### src/rtl/sub_rst_ctrl.sv
// rtl/sub_rst_ctrl.sv - fault-triggered isolate/drain/reset/release sequencer for one subordinate
module sub_rst_ctrl #(
  parameter int CntWidth      = 16,
  parameter int FaultCntWidth = 8
) (
  input  logic                     clk_i,
  input  logic                     rst_i,
  input  logic                     fault_i,
  input  logic                     outstanding_i,
  input  logic [CntWidth-1:0]      drain_budget_i,
  input  logic [CntWidth-1:0]      hold_cycles_i,
  input  logic [CntWidth-1:0]      ack_budget_i,
  input  logic                     rst_stat_i,
  input  logic                     irq_clr_i,
  output logic                     isolate_o,
  output logic                     rst_req_o,
  output logic                     irq_o,
  output logic                     err_o,
  output logic                     busy_o,
  output logic [FaultCntWidth-1:0] fault_cnt_o
);

  typedef enum logic [2:0] {
    ST_IDLE,
    ST_DRAIN,
    ST_RESET,
    ST_RELEASE,
    ST_NOTIFY,
    ST_ERROR
  } state_t;

  state_t                   r_state;
  logic [CntWidth-1:0]      r_cnt;
  logic [CntWidth-1:0]      r_ack;
  logic                     r_stat_seen;
  logic [FaultCntWidth-1:0] r_fault_cnt;

  logic w_cnt_zero;
  logic w_hold_done;
  logic w_ack_last;
  logic w_stat_ok;
  logic w_fault_sat;

  // Hold and ack windows end on the cycle the counter would reach zero, so a
  // budget of N gives N cycles and a budget of 0 behaves like 1.
  assign w_cnt_zero  = (r_cnt == '0);
  assign w_hold_done = (r_cnt <= CntWidth'(1));
  assign w_ack_last  = (r_ack <= CntWidth'(1));
  assign w_stat_ok   = r_stat_seen | rst_stat_i;
  assign w_fault_sat = &r_fault_cnt;

  always_ff @(posedge clk_i) begin
    if (rst_i) begin
      r_state     <= ST_IDLE;
      r_cnt       <= '0;
      r_ack       <= '0;
      r_stat_seen <= 1'b0;
      r_fault_cnt <= '0;
    end else begin
      case (r_state)
        ST_IDLE: begin
          if (fault_i) begin
            r_state <= ST_DRAIN;
            r_cnt   <= drain_budget_i;
            if (!w_fault_sat) r_fault_cnt <= r_fault_cnt + FaultCntWidth'(1);
          end
        end
        ST_DRAIN: begin
          if (!outstanding_i || w_cnt_zero) begin
            r_state     <= ST_RESET;
            r_cnt       <= hold_cycles_i;
            r_ack       <= ack_budget_i;
            r_stat_seen <= 1'b0;
          end else begin
            r_cnt <= r_cnt - CntWidth'(1);
          end
        end
        ST_RESET: begin
          if (!w_cnt_zero) r_cnt <= r_cnt - CntWidth'(1);
          if (rst_stat_i) r_stat_seen <= 1'b1;
          // Once the subordinate has acknowledged, only the hold time matters.
          if (w_hold_done && w_stat_ok) begin
            r_state <= ST_RELEASE;
            r_ack   <= ack_budget_i;
          end else if (!w_stat_ok) begin
            if (w_ack_last) r_state <= ST_ERROR;
            else            r_ack   <= r_ack - CntWidth'(1);
          end
        end
        ST_RELEASE: begin
          if (!rst_stat_i)     r_state <= ST_NOTIFY;
          else if (w_ack_last) r_state <= ST_ERROR;
          else                 r_ack   <= r_ack - CntWidth'(1);
        end
        ST_NOTIFY: begin
          if (irq_clr_i) r_state <= ST_IDLE;
        end
        ST_ERROR: begin
          r_state <= ST_ERROR;
        end
        default: begin
          r_state <= ST_IDLE;
        end
      endcase
    end
  end

  assign isolate_o   = (r_state == ST_DRAIN) || (r_state == ST_RESET) ||
                       (r_state == ST_RELEASE) || (r_state == ST_ERROR);
  assign rst_req_o   = (r_state == ST_RESET);
  assign irq_o       = (r_state == ST_NOTIFY) || (r_state == ST_ERROR);
  assign err_o       = (r_state == ST_ERROR);
  assign busy_o      = (r_state != ST_IDLE);
  assign fault_cnt_o = r_fault_cnt;

endmodule
### config.mk
export PLATFORM = sky130hd
export DESIGN_NAME = sub_rst_ctrl
export DESIGN_NICKNAME = d
export VERILOG_FILES = /design/src/rtl/sub_rst_ctrl.sv
export SDC_FILE = /design/constraint.sdc
export NUM_CORES = 1
export LEC_CHECK = 0
export ABC_AREA = 1
export ABC_CLOCK_PERIOD_IN_PS = 4500
export BUFFER_PORTS_ARGS = -buffer_cell sky130_fd_sc_hd__buf_2
export CAP_MARGIN = 0
export CORE_UTILIZATION = 50
export CTS_BUF_LIST = sky130_fd_sc_hd__clkbuf_8
export DETAILED_ROUTE_END_ITERATION = 7
export PLACE_DENSITY = 0.8
export SYNTH_ARGS = -nofsm -noshare
export SYNTH_HDL_FRONTEND = slang
export SYNTH_SLANG_ARGS = --single-unit
### constraint.sdc
create_clock -name clk_i -period 4.5 [get_ports clk_i]
set_input_delay 0.675 -clock clk_i [delete_from_list [all_inputs] [get_ports clk_i]]
set_output_delay 0.675 -clock clk_i [all_outputs]
set_load 0.02 [all_outputs]
## Yosys cells after proc, flatten, opt, wreduce, memory -nomap -nowiden

Cells that the tools add are included.

- Bits in registers: 44
- Input bits: 54
- Output and inout port bits: 13
- Logic and storage cells: 64

- $add $sub $neg: 3
- Order comparisons: 2
- Equality and inequality tests: 12
- Multiplexer cells: 21
- Bitwise operators: 2
- Reduce and logical (&&, ||, !) cells: 19

Operators by type and width:

| operator | number |
|---|---|
| 16-bit 2-to-1 mux | 8 |
| 16-bit case mux with 3 select lines | 2 |
| 16-bit by 1-bit <= comparator with 1-bit output (second input constant) | 2 |
| 16-bit by 1-bit subtractor with 16-bit output (second input constant) | 2 |
| 3-bit 2-to-1 mux | 7 |
| 3-bit case mux with 6 select lines | 1 |
| 16-bit zero test | 1 |
| 2-bit != test (second input constant) | 6 |
| 3-bit AND reduction | 3 |
| 3-bit nonzero test | 3 |
| 8-bit by 1-bit adder with 8-bit output (second input constant) | 1 |
| 4-bit AND reduction | 2 |
| 8-bit AND reduction | 1 |
| 3-bit by 2-bit equality test with 1-bit output (second input constant) | 2 |
| 3-bit equality test (second input constant) | 2 |
| 1-bit logical OR | 5 |
| 3-bit by 1-bit equality test with 1-bit output (second input constant) | 1 |
| 3-bit zero test | 1 |
| 3-bit by 2-bit != test with 1-bit output (second input constant) | 1 |
| 1-bit 2-to-1 mux | 2 |
| 1-bit case mux with 2 select lines | 1 |
| 2-bit nonzero test | 1 |
| 1-bit logical AND | 1 |
| 1-bit zero test | 1 |
| 2 further kinds | 2 |

## Depth between registers and ports, before layout

- Word-level depth: 5
- Mapped depth: 12
- Depth with buffers taken out: 12

## Worst setup path after synthesis

Ideal clock, no wire load.

- Path type: input -> register
- Start point: input port rst_stat_i
- End point: register r_ack[6]
- Library setup time: 0.109 ns
- Data arrival time: 1.723 ns
- Data required time: 4.391 ns
- Path slack: 2.668 ns
- Stages: 12
- Buffers on the path: 1
- Path through: inv_2 nand2_1 o21ai_1 nor2_1 nand2_2 nand3_4 nand2_2 nor2_4 buf_6 nand3_1 nand2_1 inv_1

- Longest elaborated chain between the ends: 4
- Elaborated cells on any way between the ends: 7
- Those cells by class: eq/ne (2); mux (2); bitwise (1); reduce/logical (2)

RTL lines:

| what | RTL line | RTL |
|---|---|---|
| start: declaration | 13 | `input logic rst_stat_i,` |
| 1-bit OR | 49 | `assign w_stat_ok = r_stat_seen \| rst_stat_i;` |
| 1-bit logical AND | 82 | `if (w_hold_done && w_stat_ok) begin` |
| 3-bit by 2-bit != test with 1-bit output (no line) or 16-bit 2-to-1 mux (tied branches) | -- |  |
| 4-bit AND reduction (no line) or 16-bit case mux with 3 select lines (tied branches) | -- |  |
| end signal: assignment | 84 | `r_ack <= ack_budget_i;` |
| end signal: assignment | 87 | `else r_ack <= r_ack - CntWidth'(1);` |
| end signal: assignment | 93 | `else r_ack <= r_ack - CntWidth'(1);` |
| end: declaration | 34 | `logic [CntWidth-1:0] r_ack;` |

Parallel ways exist; a longest one is shown, timed or not.
A chain may end at the register's enable or synchronous reset.

## Worst setup path after layout

- Start point: register r_state[1]
- End point: output port rst_req_o

- Longest elaborated chain between the ends: 1

RTL lines:

| what | RTL line | RTL |
|---|---|---|
| start: declaration | 32 | `state_t r_state;` |
| start signal: assignment | 54 | `r_state <= ST_IDLE;` |
| start signal: assignment | 63 | `r_state <= ST_DRAIN;` |
| start signal: assignment | 70 | `r_state <= ST_RESET;` |
| 3-bit by 2-bit equality test with 1-bit output | 110 | `assign rst_req_o = (r_state == ST_RESET);` |
| end: declaration | 16 | `output logic rst_req_o,` |

No other way between the ends.

==> run summary <==
Setup slack on the worst reg-to-reg path comes out at 2.30 ns. VDD sags by at most 0.264 mV. The die width is 86.6 um. The detailed-route vias per instance is approximately 5.3.

For the worst setup path, the data arrival time is between 1.5 and 2 ns. The deepest level of the CTS H-tree came out at 2. Between clock sinks in the finished design, the worst skew comes to 0.00835 ns. Routability-driven placement finished with a final weighted congestion of 0.893. The worst hold margin came out at about 0.50 ns. The startpoint identified for the worst hold timing path is fault_cnt_o[3]$_SDFFE_PP0P_.

The number of violations of the max-capacitance limit is 0. TritonCTS built the clock tree. The instance count of the mapped netlist is 617. The number of nets in the final layout came out at 735. The leftover overflow at the end of global routing came out at 0. The average wire per cell in the routed design came out at 12.4 um. The endpoint identified for the worst register-to-register timing path is r_ack[11]$_SDFFE_PP0P_.

The leakage power total came out at roughly 2.1 nW. The maximum fanout count along the critical path came out at 15. Sorting the synthesized cells by area gives the leading types as sky130_fd_sc_hd__dfxtp_1, sky130_fd_sc_hd__nand2_1, sky130_fd_sc_hd__nor2_1. The standard cell area after detailed placement is 3940 um^2.

The count of final max-slew check failures came out at 0. The fraction of final layout cells with drive strength greater than 1 is 15.5%. The total die area came out at 7500 um^2.

The die boundary height is 86.6 um. sky130_fd_sc_hd__dfxtp_1 takes more of the synthesized area than any other cell. The flow ran to the end, and the final reports show no timing, DRC or antenna violations. The launch point of the worst path is r_state[1]$_SDFFE_PP0P_. The pre-antenna-repair detailed-routing pass consisted of 7 iterations. The worst setup path is captured at a primary output. The tree built by TritonCTS fans out to 44 sinks.

The number of inserted filler cells in the final layout is 682. The number of design-rule violations left by the first detailed-router iteration is 225. The path class of the tightest hold or removal check is flop to flop. The via count of the first global-routing pass came out at approximately 3.8k.

The worst endpoint required time came out at 3.83 ns. Entering global routing, the biggest net connects 29 pins. The number of nets in the synthesized netlist is between 600 and 700. Setup repair after global routing left no endpoint under its margin. After floorplanning, the core was divided into 30 placement rows. After synthesis, flip-flops and latches occupy between 20% and 30% of the total area. The quantity of hold-fixing buffers added after cts came out at 0.

The final critical delay including setup and external delays is 2.21 ns. After routing the design area is just over 4000 um^2. The finished layout holds around 770 standard cells, fillers aside. The transition at the pin with the smallest max-transition slack is about 0.86 ns.

After routing, the total negative slack on setup checks comes to 0 ns. The share of the clock period used by the worst path came out at 49.1%. The post-CTS setup buffer count came out at 0. The number of synthesis warnings came out at 0. The path with the worst hold slack has its endpoint at fault_cnt_o[3]$_SDFFE_PP0P_.

The share of the synthesized area in the top cell type came out at 24.6%. Summing every instance area after synthesis gives 3580 um^2. The remaining routing DRC violations is 0.

The startpoint identified for the worst register-to-register timing path is r_cnt[0]$_SDFFE_PP0P_. The setup violation total in the final timing report came out at 0. The relative max-transition margin came out at 42.6%.

The maximum count of clock buffers along a single path came out at 2. The diode insertion count for antenna repair came out at 0. The overall global routing resource usage is around a quarter. Clock latency on the worst-skew pair, taken at its later pin, is roughly 0.31 ns. The number of library cell types mapped by synthesis is 36. STA classifies the critical path startpoint as a flop. The kind of critical path is flop to primary output. The number of cell instances on the worst register-to-register path is 11. Relative to the synthesized area, the layout overhead comes to 13.2%.

The clock transition at the registers of the reported paths came out at 0.09 ns. The count of nets left with antenna violations once routing finished came out at 0. The global-route wire length before repair came out at 16.2 mm.

The effective utilization at floorplan came out at 52.1%. The cell depth of the worst min-delay path is 2. The count of buffers from port buffering came out at 66. The power density over the cells is 612 nW/um^2. The buffer cell driving the clock tree root is sky130_fd_sc_hd__clkbuf_8.

Clock tree synthesis inserted a total of 5 buffers. The post-cts sizing count is 0. The region available for standard cell placement spans 6870 um^2. The mean instance size in the synthesized netlist is 5.80 um^2. The maximum frequency from static timing analysis is approximately 0.45 GHz.

The number of flip-flops and latches in the synthesized netlist came out at 44. For this block, the routed nets add up to 9.61 mm of wire. Once detailed placement completed, the half-perimeter wirelength came to 7.10 mm. The number of top-level design ports came out at 67. In this run, placement finished with an instance count of 764.

The number of antenna violations at the first check in global routing came to 0. The hold violation count in the final report is 0. The vias after detailed routing is 4085.
## kinds of logic after synthesis
kind of cell | share of synthesized area [%]
XOR/XNOR | 3.43
adder cells (fa/ha/maj) | 2.10
AO/OA/AOI/OAI | 14.5
buffers and inverters | 11.5
AND/OR/NAND/NOR | 43.9
flip-flops | 24.6
## layout by cell type, fill, tap and decap left out, types with 10 or more instances in the layout
| cell | Yosys | final |
|---|---|---|
| sky130_fd_sc_hd__buf_2 | 7 | 66 |
| sky130_fd_sc_hd__a21oi_1 | 47 | 47 |
| sky130_fd_sc_hd__nor2_1 | 85 | 85 |
| sky130_fd_sc_hd__nand2_1 | 177 | 177 |
| sky130_fd_sc_hd__nand4_1 | 15 | 15 |
| sky130_fd_sc_hd__o21ai_0 | 33 | 33 |
| sky130_fd_sc_hd__nand3_1 | 47 | 47 |
| sky130_fd_sc_hd__dfxtp_1 | 44 | 44 |
| sky130_fd_sc_hd__inv_1 | 80 | 81 |
| sky130_fd_sc_hd__xor2_1 | 10 | 10 |
## final cells by class
cell class	count	area [um^2]	share of cell area, %
inverters	87	327	8.06
multi-input cells	471	2290	56.4
repair buffers	66	330	8.15
clock inverters	3	38.8	0.957
flip-flops and latches	44	881	21.7
clock buffers	5	68.8	1.70
well taps	96	120	2.96
## critical path: stages, from the launching register on
cell and delay, ns:
sky130_fd_sc_hd__dfxtp_1 0.37, sky130_fd_sc_hd__inv_2 0.08, sky130_fd_sc_hd__nor2_4 0.12, sky130_fd_sc_hd__nand2_1 0.13, sky130_fd_sc_hd__inv_2 0.29, sky130_fd_sc_hd__buf_2 0.23
## Yosys cell counts
cell type                  count
sky130_fd_sc_hd__buf_6         2
sky130_fd_sc_hd__nand2_1     177
sky130_fd_sc_hd__buf_2         7
sky130_fd_sc_hd__a31oi_1       1
sky130_fd_sc_hd__xnor2_1       4
sky130_fd_sc_hd__inv_2         6
sky130_fd_sc_hd__dfxtp_1      44
sky130_fd_sc_hd__or2_2         1
sky130_fd_sc_hd__clkinv_1      1
sky130_fd_sc_hd__a21boi_0      4
sky130_fd_sc_hd__ha_1          6
sky130_fd_sc_hd__nand3b_4      1
sky130_fd_sc_hd__nand3_2       1
sky130_fd_sc_hd__o21ai_0      33
sky130_fd_sc_hd__nand3b_1      2
sky130_fd_sc_hd__nand2_2       5
sky130_fd_sc_hd__nor2_2        6
sky130_fd_sc_hd__o211ai_1      2
sky130_fd_sc_hd__buf_4         1
sky130_fd_sc_hd__o21ai_1       5
sky130_fd_sc_hd__clkbuf_2      2
sky130_fd_sc_hd__o21ai_2       1
sky130_fd_sc_hd__nand4_1      15
sky130_fd_sc_hd__xor2_1       10
sky130_fd_sc_hd__nor2_1       85
sky130_fd_sc_hd__nor3_2        2
sky130_fd_sc_hd__a21oi_2       2
sky130_fd_sc_hd__nand3_4       2
sky130_fd_sc_hd__a21oi_1      47
sky130_fd_sc_hd__o21a_1        2
sky130_fd_sc_hd__nor2_4        5
sky130_fd_sc_hd__inv_1        80
sky130_fd_sc_hd__nand3_1      47
sky130_fd_sc_hd__clkbuf_1      3
sky130_fd_sc_hd__nor4_1        1
sky130_fd_sc_hd__nor3_1        4
## sequential cells by signal, summed over array words and instances (netlist names)
signal / flops
r_ack: 16
r_cnt: 16
fault_cnt_o: 8
r_state: 3
r_stat_seen: 1
## worst max path at each step
stage	cells past startpoint	slack, ns	endpoint
2_1_floorplan	12	2.67	r_ack[6]$_SDFFE_PP0P_
3_3_place_gp	12	2.16	r_ack[12]$_SDFFE_PP0P_
3_5_place_dp	12	2.09	r_ack[11]$_SDFFE_PP0P_
4_1_cts	12	2.33	r_ack[7]$_SDFFE_PP0P_
5_1_grt	9	2.10	r_cnt[0]$_SDFFE_PP0P_
6_report	5	2.29	rst_req_o
## stage by stage
step / utilization, % / setup WS (ns) / power [mW]
finish: 59.0 / 2.29 / 2.48
global route: 59.0 / 2.10 / 2.73
CTS: 59.0 / 2.33 / 2.47
detailed placement: 57.4 / 2.09 / 2.16
global placement: 57.4 / 2.16 / 2.10
floorplan: - / 2.67 / 1.85
## layer usage
metal,vias to the layer above,wire length [um],global-route usage [%],part of all wire [%]
met5,-,0,0,0
met4,0,137,7.73,1.4
met3,18,648,5.24,6.7
met2,148,4800,48.8,50
met1,1846,4020,31.0,42
li1,2073,-,-,-
## power by group
part	leakage [nW]	internal [mW]	switching, mW
clock	0.0593	0.163	0.146
combinational	1.72	0.506	1.03
sequential	0.363	0.505	0.127
total	2.14	1.17	1.31
No activity file was read; power rests on OpenSTA's default activity.
